===== src/rtl/mdiv_iter_if.sv =====
// Operand/result handshake bundle for the iterative mantissa divider.
// master drives operands and out_ready; slave returns in_ready and the rounded result.
interface mdiv_iter_if #(
  parameter int WIDTH = 23
);
  logic             in_valid;
  logic             in_ready;
  logic [WIDTH-1:0] m1;
  logic [WIDTH-1:0] m2;
  logic [1:0]       round_mode;
  logic             sign;
  logic             out_valid;
  logic             out_ready;
  logic [WIDTH-1:0] m3;
  logic             decrement_exponent;
  logic             inexact;

  modport master (
    output in_valid, m1, m2, round_mode, sign, out_ready,
    input  in_ready, out_valid, m3, decrement_exponent, inexact
  );

  modport slave (
    input  in_valid, m1, m2, round_mode, sign, out_ready,
    output in_ready, out_valid, m3, decrement_exponent, inexact
  );
endinterface


===== src/rtl/mdiv_iter.sv =====
// Restoring mantissa divider, one quotient bit per cycle; result after WIDTH+4 edges from accept.
// Accepts only in IDLE; holds the result in DONE until out_ready, so no new operands overlap.
module mdiv_iter #(
  parameter int WIDTH = 23
) (
  input  logic       clk,
  input  logic       reset,
  mdiv_iter_if.slave bus
);
  localparam int N  = WIDTH + 3;
  localparam int CW = $clog2(N);

  typedef enum logic [1:0] {
    S_IDLE  = 2'd0,
    S_DIV   = 2'd1,
    S_ROUND = 2'd2,
    S_DONE  = 2'd3
  } state_t;

  state_t           r_state;
  state_t           w_state_nxt;
  logic [CW-1:0]    r_cnt;
  logic [WIDTH+1:0] r_rem;
  logic [WIDTH+1:0] r_div;
  logic [N-1:0]     r_q;
  logic [1:0]       r_mode;
  logic             r_sign;
  logic [WIDTH-1:0] r_m3;
  logic             r_dec;
  logic             r_inx;

  logic             w_accept;
  logic             w_ge;
  logic [WIDTH+1:0] w_sub;
  logic [WIDTH+1:0] w_rem_nxt;
  logic [WIDTH-1:0] w_mant;
  logic             w_rbit;
  logic             w_sticky;
  logic             w_dec;
  logic             w_inc;
  logic [WIDTH-1:0] w_m3_nxt;

  always_ff @(posedge clk) begin
    if (reset) begin
      r_state <= S_IDLE;
    end else begin
      r_state <= w_state_nxt;
    end
  end

  always_comb begin
    w_state_nxt = r_state;
    w_accept    = 1'b0;
    case (r_state)
      S_IDLE: begin
        if (bus.in_valid) begin
          w_accept    = 1'b1;
          w_state_nxt = S_DIV;
        end
      end
      S_DIV: begin
        if (r_cnt == '0) begin
          w_state_nxt = S_ROUND;
        end
      end
      S_ROUND: begin
        w_state_nxt = S_DONE;
      end
      S_DONE: begin
        if (bus.out_ready) begin
          w_state_nxt = S_IDLE;
        end
      end
      default: begin
        w_state_nxt = S_IDLE;
      end
    endcase
  end

  // R < 2D always holds, so the shifted partial remainder never loses its MSB.
  always_comb begin
    w_ge      = (r_rem >= r_div);
    w_sub     = r_rem - r_div;
    w_rem_nxt = (w_ge ? w_sub : r_rem) << 1;
  end

  always_comb begin
    w_mant   = '0;
    w_rbit   = 1'b0;
    w_sticky = 1'b0;
    w_dec    = 1'b0;
    w_inc    = 1'b0;
    if (r_q[N-1]) begin
      w_mant   = r_q[N-2:2];
      w_rbit   = r_q[1];
      w_sticky = r_q[0] | (|r_rem);
      w_dec    = 1'b0;
    end else begin
      w_mant   = r_q[N-3:1];
      w_rbit   = r_q[0];
      w_sticky = |r_rem;
      w_dec    = 1'b1;
    end
    case (r_mode)
      2'b00:   w_inc = w_rbit & (w_sticky | w_mant[0]);
      2'b01:   w_inc = 1'b0;
      2'b10:   w_inc = ~r_sign & (w_rbit | w_sticky);
      default: w_inc = r_sign & (w_rbit | w_sticky);
    endcase
    // Normalized quotient tops out at 2-2^-WIDTH, so the increment cannot carry out.
    w_m3_nxt = w_mant + {{(WIDTH-1){1'b0}}, w_inc};
  end

  always_ff @(posedge clk) begin
    if (reset) begin
      r_cnt  <= '0;
      r_rem  <= '0;
      r_div  <= '0;
      r_q    <= '0;
      r_mode <= '0;
      r_sign <= 1'b0;
      r_m3   <= '0;
      r_dec  <= 1'b0;
      r_inx  <= 1'b0;
    end else begin
      case (r_state)
        S_IDLE: begin
          if (w_accept) begin
            r_rem  <= {2'b01, bus.m1};
            r_div  <= {2'b01, bus.m2};
            r_mode <= bus.round_mode;
            r_sign <= bus.sign;
            r_q    <= '0;
            r_cnt  <= CW'(N - 1);
          end
        end
        S_DIV: begin
          r_rem <= w_rem_nxt;
          r_q   <= {r_q[N-2:0], w_ge};
          if (r_cnt != '0) begin
            r_cnt <= r_cnt - 1'b1;
          end
        end
        S_ROUND: begin
          r_m3  <= w_m3_nxt;
          r_dec <= w_dec;
          r_inx <= w_rbit | w_sticky;
        end
        default: begin
        end
      endcase
    end
  end

  assign bus.in_ready           = (r_state == S_IDLE);
  assign bus.out_valid          = (r_state == S_DONE);
  assign bus.m3                 = r_m3;
  assign bus.decrement_exponent = r_dec;
  assign bus.inexact            = r_inx;
endmodule

===== src/flat_wrapper.sv =====
// flat-port wrapper written by rule: the top's interface ports become plain ports
module mdiv_iter_flat 
#(
  parameter int WIDTH = 23
)
  (clk, reset, bus_in_valid, bus_m1, bus_m2, bus_round_mode, bus_sign, bus_out_ready, bus_in_ready, bus_out_valid, bus_m3, bus_decrement_exponent, bus_inexact);
  mdiv_iter_if #(.WIDTH(WIDTH)) bus_i ();
  input  logic clk;
  input  logic reset;
  input wire logic [$bits(bus_i.in_valid)-1:0] bus_in_valid;
  input wire logic [$bits(bus_i.m1)-1:0] bus_m1;
  input wire logic [$bits(bus_i.m2)-1:0] bus_m2;
  input wire logic [$bits(bus_i.round_mode)-1:0] bus_round_mode;
  input wire logic [$bits(bus_i.sign)-1:0] bus_sign;
  input wire logic [$bits(bus_i.out_ready)-1:0] bus_out_ready;
  output wire logic [$bits(bus_i.in_ready)-1:0] bus_in_ready;
  output wire logic [$bits(bus_i.out_valid)-1:0] bus_out_valid;
  output wire logic [$bits(bus_i.m3)-1:0] bus_m3;
  output wire logic [$bits(bus_i.decrement_exponent)-1:0] bus_decrement_exponent;
  output wire logic [$bits(bus_i.inexact)-1:0] bus_inexact;
  assign bus_i.in_valid = bus_in_valid;
  assign bus_i.m1 = bus_m1;
  assign bus_i.m2 = bus_m2;
  assign bus_i.round_mode = bus_round_mode;
  assign bus_i.sign = bus_sign;
  assign bus_i.out_ready = bus_out_ready;
  assign bus_in_ready = bus_i.in_ready;
  assign bus_out_valid = bus_i.out_valid;
  assign bus_m3 = bus_i.m3;
  assign bus_decrement_exponent = bus_i.decrement_exponent;
  assign bus_inexact = bus_i.inexact;
  mdiv_iter #(.WIDTH(WIDTH)) u_core (.clk(clk), .reset(reset), .bus(bus_i));
endmodule

===== config.mk =====
export PLATFORM = sky130hd
export DESIGN_NAME = mdiv_iter_flat
export DESIGN_NICKNAME = d
export VERILOG_FILES = /design/src/rtl/mdiv_iter_if.sv /design/src/rtl/mdiv_iter.sv /design/src/flat_wrapper.sv
export SDC_FILE = /design/constraint.sdc
export NUM_CORES = 1
export LEC_CHECK = 0
export CAP_MARGIN = 25
export CORE_MARGIN = 5
export CORE_UTILIZATION = 51
export DETAILED_ROUTE_END_ITERATION = 10
export MAX_ROUTING_LAYER = met4
export PLACE_DENSITY = 0.77
export SYNTH_ARGS = -nofsm -noshare
export SYNTH_HDL_FRONTEND = slang
export SYNTH_SLANG_ARGS = --single-unit
export TNS_END_PERCENT = 5

===== constraint.sdc =====
create_clock -name clk -period 3.4 [get_ports clk]
set_input_delay 0.68 -clock clk [delete_from_list [all_inputs] [get_ports clk]]
set_output_delay 0.68 -clock clk [all_outputs]
set_load 0.005 [all_outputs]

==> out/qor.yml, run 1 <==
outcome: "finished clean"
synth_edf_count: 0
grt_pass1_wl_um: 29900
skew_ns: 0.007806
crit_slowest_cell: "dfxtp_1"
overflow: 0
synthAdderAreaFrac: 0.06186
min_to: "u_core.r_div[17]$_SDFFE_PP0P_"
grt_setup_unrepaired: "false"
syn_inst: 862
yosysTopAreaCell: "dfxtp_1"
cts.sinks: 110
syn-num-nets: 948
grt_start_max_net_pins: 56
gp_congestion: 0.9574
holdBufCountCts: 0
maxSlewViolCount: 0
total_leakage_power_nw: 2.881
grt_pass1_vias: 6036
worstPathArrival_ns: 3.34
fillers: 1205
yosys_warnings: 0
drive_gt1_frac: 0.08342
start_util: 0.5173
wl_um: 17860
ios: 80
reg2reg_from: "u_core.r_rem[13]$_SDFFE_PP0P_"
path_clk_slew_ns: 0.07
seq_area_frac_synth: 0.3240
fin_setup_tns_ns: 0
fin_crit_sh: 0.9022
synth-main-ff-cell: "dfxtp_1"
synthDistinctLibCells: 78
vias: 6480
cp-start-kind: "register"
ant_nets: 0
final_nets: 1004
clock.fmax_mhz: 326.0
pwr_density_cell_nw_per_um2: 989.6
clk_latency_ns: 0.36
synth-simple-area-share: 0.2189
maxCapViolCount: 0
htreeDepth: 3
numCtsBuffers: 9
r2r_end: "u_core.bus.m3[22]$_SDFFE_PP0P_"
synthXorXnorAreaFrac: 0.03479
min-delay-start: "u_core.r_div[17]$_SDFFE_PP0P_"
dpl_worst_slack_ns: 0.1857
dieArea_um2: 15740
antenna_found_initial: 0
critPathBufInv: 0
yosysTopAreaCellShare: 0.3240
ys_ff_latch: 110
yosysMostFrequentCell: "dfxtp_1"
setup_violations: 0
cp_top_family: "simple AND/OR/NAND/NOR gates"
rows: 42
finalWorstSetupSlack_ns: 0.3326
diodes: 0
path_depth: 14
highest_layer: "met4"
critPathCaptureType: "register"
die_h_um: 125.4
reg2reg_depth: 14
ys_async_sr_fraction: 0
drtIter0Drc: 628
worst_path_largest_cell_delay_ns: 0.41
muxShareOfSynthArea: 0.04566
r2r_slack_ns: 0.33
wl_met2_um: 7828
design.core.area_um2: 13140
wl_met3_um: 1052
grt_usage: 0.2331
cp.required_ns: 3.68
whs_path_depth: 2
syn_area_per_cell_um2: 7.885
firstDrtPassIters: 7
synth_top_family_by_area: "compound AO/OA/AOI/OAI gates"
hold_viol: 0
fin_crit_ns: 3.067
wl_met1_um: 8683
worstSetupPathType: "register to register"
syn_area_um2: 6797
cts_tree: "built"
die_x_um: 125.4
place_inst: 1082
dp_hpwl_um: 12450
ir_drop_v: 0.0005571
synth_compound_area_frac: 0.2541
yosys-top-cells-area: "dfxtp_1, ha_1, a21oi_1, nor2_1, nand2_1"
critPathMaxFanout: 4
post_drt_wl_per_cell_um: 16.25
cts_root_buf: "clkbuf_16"
crit_chain: "nor4_1 > nand3_1 > nor3_1 > o21ba_2 > nor3_1 > ha_2 > ha_1 > nand3_1 > a2111oi_4 > and3_1 > nand3b_1 > nor2_1 > o221ai_1 > a211oi_1"
yosys-top-cells-count: "dfxtp_1, nor2_1, nand2_1"
port-buffer-count: 79
avgViaCountPerCell: 5.896
tightest_slew_ns: 0.7630
hold_class: "register to register"
final_cells: 1099
relSlewSlack: 0.4882
clk_path_buf_depth: 2
route.detailed.drc: 0
area_growth_syn_to_layout_pct: 17.73
placed cells by master (no fill, tap or decap), types with 4 or more instances in the layout:
master / Yosys / layout
xnor2_1: 18 / 18
clkbuf_16: 0 / 9
a21oi_1: 78 / 78
inv_1: 43 / 43
a211oi_1: 24 / 24
nand2_1: 100 / 100
xor2_1: 9 / 9
a21o_1: 4 / 4
a22oi_1: 27 / 27
mux2i_1: 22 / 22
a311oi_1: 7 / 7
a31oi_1: 8 / 8
nand3_1: 29 / 29
nor2_1: 102 / 101
clkdlybuf4s50_1: 0 / 78
dfxtp_1: 110 / 110
o211ai_1: 12 / 12
o21ai_0: 25 / 25
buf_4: 1 / 21
and3_1: 8 / 8
mux2_2: 8 / 8
and2_1: 4 / 4
nor3_1: 20 / 20
o22ai_1: 4 / 4
o41ai_1: 8 / 8
nand4_1: 5 / 5
nor4_1: 7 / 7
nand2b_1: 5 / 5
or3_1: 12 / 12
nor2b_1: 6 / 6
ha_1: 32 / 31
worst register-to-register path: cells and delay by family (launching register included):
family                   cells  cell delay, ns
AND/OR/NAND/NOR              8            1.24
adder cells (fa/ha/maj)      2            0.44
AO/OA/AOI/OAI                4            0.89
flip-flops                   1            0.41
area by class of cell:
class                           instances  area (um2)  share of cell area
Clock inverter                          6       45.04            0.005629
Sequential cell                       110        2202              0.2752
Timing Repair Buffer                   99       938.4              0.1173
Clock buffer                           10       239.0             0.02987
Multi-Input combinational cell        653        4188              0.5234
Inverter                               45       168.9             0.02111
Tap cell                              176       220.2             0.02752
worst max-delay path by stage:
stage | from | end | slack (ns)
after global placement | u_core.r_rem[13]$_SDFFE_PP0P_ | u_core.bus.m3[22]$_SDFFE_PP0P_ | 0.28
after detailed placement | u_core.r_q[25]$_SDFFE_PP0P_ | u_core.bus.m3[22]$_SDFFE_PP0P_ | 0.19
after global routing | u_core.r_q[25]$_SDFFE_PP0P_ | u_core.bus.m3[22]$_SDFFE_PP0P_ | 0.02
after CTS | u_core.r_q[25]$_SDFFE_PP0P_ | u_core.bus.m3[22]$_SDFFE_PP0P_ | 0.18
after floorplan | u_core.r_q[25]$_SDFFE_PP0P_ | u_core.bus.m3[22]$_SDFFE_PP0P_ | 0.01
final | u_core.r_rem[13]$_SDFFE_PP0P_ | u_core.bus.m3[22]$_SDFFE_PP0P_ | 0.33
cell families after synthesis:
| logic type | count (synthesis) |
|---|---|
| simple gates | 319 |
| fa+ha+maj | 33 |
| flops | 110 |
| mux | 30 |
| compound gates | 244 |
| buf+inv | 99 |
| xor+xnor | 27 |
routing by layer:
| metal | global-route usage | up-vias |
|---|---|---|
| li1 | - | 3213 |
| met2 | 0.3414 | 205 |
| met5 | - | - |
| met4 | 0.07398 | 0 |
| met1 | 0.3342 | 3037 |
| met3 | 0.02900 | 25 |
metrics by stage:
| step | utilization | instance area, um2 | hold WS (ns) | power, mW |
|---|---|---|---|---|
| floorplan | - | 6797 | 0.4363 | 5.599 |
| global placement | 0.5867 | 7707 | 0.4442 | 6.769 |
| detailed placement | 0.5867 | 7707 | 0.4477 | 6.798 |
| CTS | 0.6083 | 7991 | 0.4576 | 7.861 |
| global route | 0.6090 | 8001 | 0.4720 | 8.533 |
| finish | 0.6090 | 8001 | 0.4555 | 7.918 |
registers in the layout, summed over array words and instances, names as in the netlist:
register / flops
u_core.r_q: 26
u_core.r_rem: 25
u_core.r_div: 24
u_core.bus.m3: 23
u_core.r_cnt: 5
u_core.r_mode: 2
u_core.r_state: 2
u_core.bus.decrement_exponent: 1
u_core.bus.inexact: 1
u_core.r_sign: 1
report_power, final:
part | switching [mW] | total, mW | internal (mW)
combinational | 3.06 | 5.07 | 2.01
sequential | 0.254 | 1.83 | 1.58
clock | 0.497 | 1.02 | 0.521
timing repair:
action,4_1_cts,5_1_grt
buffers inserted,0,1
endpoints found under the hold margin,0,0
gates resized for setup,0,1
endpoints found under the setup margin,0,4
No activity file was read; power rests on OpenSTA's default activity.
==> run 2, diff against run 1 <==
--- a/config.mk
+++ b/config.mk
@@ -11,6 +11,7 @@
 export DETAILED_ROUTE_END_ITERATION = 10
 export MAX_ROUTING_LAYER = met4
 export PLACE_DENSITY = 0.77
+export SKIP_LAST_GASP = 1
 export SYNTH_ARGS = -nofsm -noshare
 export SYNTH_HDL_FRONTEND = slang
 export SYNTH_SLANG_ARGS = --single-unit
==> results of run 2 <==
The final DEF is identical to that of run 1; final timing and power are the same.
==> run 3, diff against run 2 <==
--- a/config.mk
+++ b/config.mk
@@ -7,10 +7,13 @@
 export LEC_CHECK = 0
 export CAP_MARGIN = 25
 export CORE_MARGIN = 5
-export CORE_UTILIZATION = 51
+export CORE_UTILIZATION = 58
 export DETAILED_ROUTE_END_ITERATION = 10
+export DONT_BUFFER_PORTS = 1
+export GPL_TIMING_DRIVEN = 0
+export HOLD_SLACK_MARGIN = 0.06
 export MAX_ROUTING_LAYER = met4
-export PLACE_DENSITY = 0.77
+export PLACE_DENSITY = 0.76
 export SKIP_LAST_GASP = 1
 export SYNTH_ARGS = -nofsm -noshare
 export SYNTH_HDL_FRONTEND = slang
==> run 3 against run 2 <==
Effect of this change: flip-flop and latch count did not move; global-route usage rose by 5.9 points; utilization rose by 3.4 points; maximum frequency fell by 4.7%; routed wire length rose by 12%; non-clock buffer count fell by 41; setup slack got worse by 0.15 ns; combinational power barely moved; die area fell by 11%; largest cell class unchanged; largest power group unchanged.
==> out/qor.yml, run 3 (synthesis results as in run 1) <==
post-route-util: 0.6428  # +0.03372
cp.required_ns: 3.63  # -0.05 ns
grt_pass1_wl_um: 32680  # +9.3%
ios: 80  # unchanged
total_leakage_power_nw: 2.633  # -8.6%
reg2reg_from: "u_core.r_rem[18]$_SDFFE_PP0P_"
start_util: 0.5927  # +0.07536
clk_latency_ns: 0.36  # about the same
grt_pass1_vias: 6148  # +1.9%
cts_root_buf: "clkbuf_16"
crit_chain: "ha_1 > a21oi_2 > o21ai_1 > a211oi_1 > nor2_1 > nor3_1 > clkbuf_1 > a21oi_1 > a211oi_1 > o41ai_1"
maxCapViolCount: 0  # unchanged
r2r_end: "u_core.r_rem[3]$_SDFFE_PP0P_"
crit_slowest_cell: "nor3_1"
antenna_found_initial: 2  # +2
die_h_um: 118.3  # -5.7%
grt_usage: 0.2917  # +0.05863
comb_power_share: 0.630  # -0.010
seq_power_share: 0.234  # +0.003
top_regs: "u_core.r_q (26), u_core.r_rem (25), u_core.r_div (24)"
crit_top_cell: "a211oi_1"
clk_path_buf_depth: 2  # unchanged
die_x_um: 118.3  # -5.7%
r2r_slack_ns: 0.18  # -0.15 ns
gp_congestion: 0.9739  # +1.7%
drtIter0Drc: 675  # +7.5%
critPathMaxFanout: 10  # +6
tightest_slew_ns: 0.8718  # +0.1089 ns
port-buffer-count: 0  # -100%
grt_start_max_net_pins: 20  # -64%
ir_drop_v: 0.0008379  # +50%
setup_violations: 0  # unchanged
pwr_density_cell_nw_per_um2: 1090  # +10%
numCtsBuffers: 9  # unchanged
holdBufCountCts: 0  # unchanged
area_growth_syn_to_layout_pct: 8.450
hold_class: "input port to register"
dieArea_um2: 13980  # -11%
route.detailed.drc: 0  # unchanged
worst_path_largest_cell_delay_ns: 0.53  # +0.12 ns
cp_top_family: "compound AO/OA/AOI/OAI gates"
avgViaCountPerCell: 6.381  # +8.2%
layout_commonest_cell: "dfxtp_1"
overflow: 0  # unchanged
htreeDepth: 3  # unchanged
firstDrtPassIters: 6  # -1
min-delay-start: "bus_m2[14]"
skew_ns: 0.01380  # +0.005990 ns
cp-start-kind: "register"
netSwitchingPower_mw: 4.004  # +5.0%
critPathCaptureType: "register"
vias: 6547  # +1.0%
whs_path_depth: 2  # unchanged
fillers: 1058  # -12%
drive_gt1_frac: 0.08854  # +0.005112
reg2reg_depth: 10  # -4
power_frac_clock: 0.135  # +0.006
design.core.area_um2: 11470  # -13%
min_to: "u_core.r_div[14]$_SDFFE_PP0P_"
outcome: "finished clean"
mostFrequentLayoutCells: "dfxtp_1, nor2_1, nand2_1"
fin_crit_sh: 0.9468  # +0.04466
post_drt_wl_per_cell_um: 19.47  # +20%
rows: 39  # -7.1%
cts.sinks: 110  # unchanged
dp_hpwl_um: 15070  # +21%
final_nets: 963  # -4.1%
maxSlewViolCount: 0  # unchanged
critPathBufInv: 1  # +1
top_register: "u_core.r_q"
wl_um: 19980  # +12%
switching_share: 0.4984  # +0.01666
cts_tree: "built"
fin_crit_ns: 3.219  # +0.1518 ns
p_total_mw: 8.034  # +1.5%
p_int_mw: 4.030  # -1.8%
relSlewSlack: 0.4188  # -0.06944
worstPathArrival_ns: 3.45  # +0.11 ns
worstSetupPathType: "register to register"
clock.fmax_mhz: 310.6  # -4.7%
largest_reg_flops: 26  # unchanged
grt_setup_unrepaired: "false"
hold_viol: 0  # unchanged
startpoint: "u_core.r_rem[18]$_SDFFE_PP0P_"
ant_nets: 0  # unchanged
path_clk_slew_ns: 0.08  # about the same
run 3: power groups by stage:
stage               clock (mW)  sequential [mW]  combinational, mW
global route              1.16             1.91               5.52
CTS                       1.10             1.87               4.94
floorplan                    0             1.79               3.81
finish                    1.09             1.88               5.06
global placement             0             1.89               4.80
detailed placement           0             1.90               4.90
run 3: what timing repair did:
item,CTS,global route
setup endpoints to repair,16,7
gates resized for setup,4,13
pin swaps,1,4
buffers inserted,1,4
run 3: layout make-up:
cell class | instances | area, um2 | area share
Antenna cell | 2 | 5.005 | 0.0006790
Buffer | 53 | 261.5 | 0.03548
Clock buffer | 10 | 239.0 | 0.03242
Clock inverter | 5 | 60.06 | 0.008148
Inverter | 45 | 168.9 | 0.02292
Multi-Input combinational cell | 653 | 4217 | 0.5721
Sequential cell | 110 | 2203 | 0.2989
Tap cell | 143 | 178.9 | 0.02427
Timing Repair Buffer | 5 | 37.54 | 0.005093
run 3: layer usage:
metal / global-route usage / share of wire / up-vias
met3: 0.07498 / 0.091 / 22
met1: 0.4167 / 0.46 / 3108
li1: - / - / 3136
met5: - / 0 / -
met2: 0.4181 / 0.43 / 281
met4: 0.05735 / 0.015 / 0
run 3: worst max-delay path by stage:
stage | slack, ns | depth (start not counted) | end
2_1_floorplan | 0.01 | 15 | u_core.bus.m3[22]$_SDFFE_PP0P_
3_3_place_gp | -0.76 | 15 | u_core.bus.m3[22]$_SDFFE_PP0P_
3_5_place_dp | -0.77 | 15 | u_core.bus.m3[22]$_SDFFE_PP0P_
4_1_cts | 0.02 | 14 | u_core.bus.m3[22]$_SDFFE_PP0P_
5_1_grt | 0.007 | 10 | u_core.r_rem[10]$_SDFFE_PP0P_
6_report | 0.18 | 10 | u_core.r_rem[3]$_SDFFE_PP0P_
run 3: per-stage QoR:
stage          instance area, um2  worst slack, ns  setup TNS (ns)  hold WS (ns)  cells
2_1_floorplan                6797          0.01307               0        0.4363    862
3_3_place_gp                 6975          -0.7646          -6.052        0.4417   1005
3_5_place_dp                 6975          -0.7725          -6.393        0.4476   1005
4_1_cts                      7288          0.01543               0        0.4434   1020
5_1_grt                      7371         0.006797               0        0.4462   1026
6_report                     7371           0.1807               0        0.4435   1026
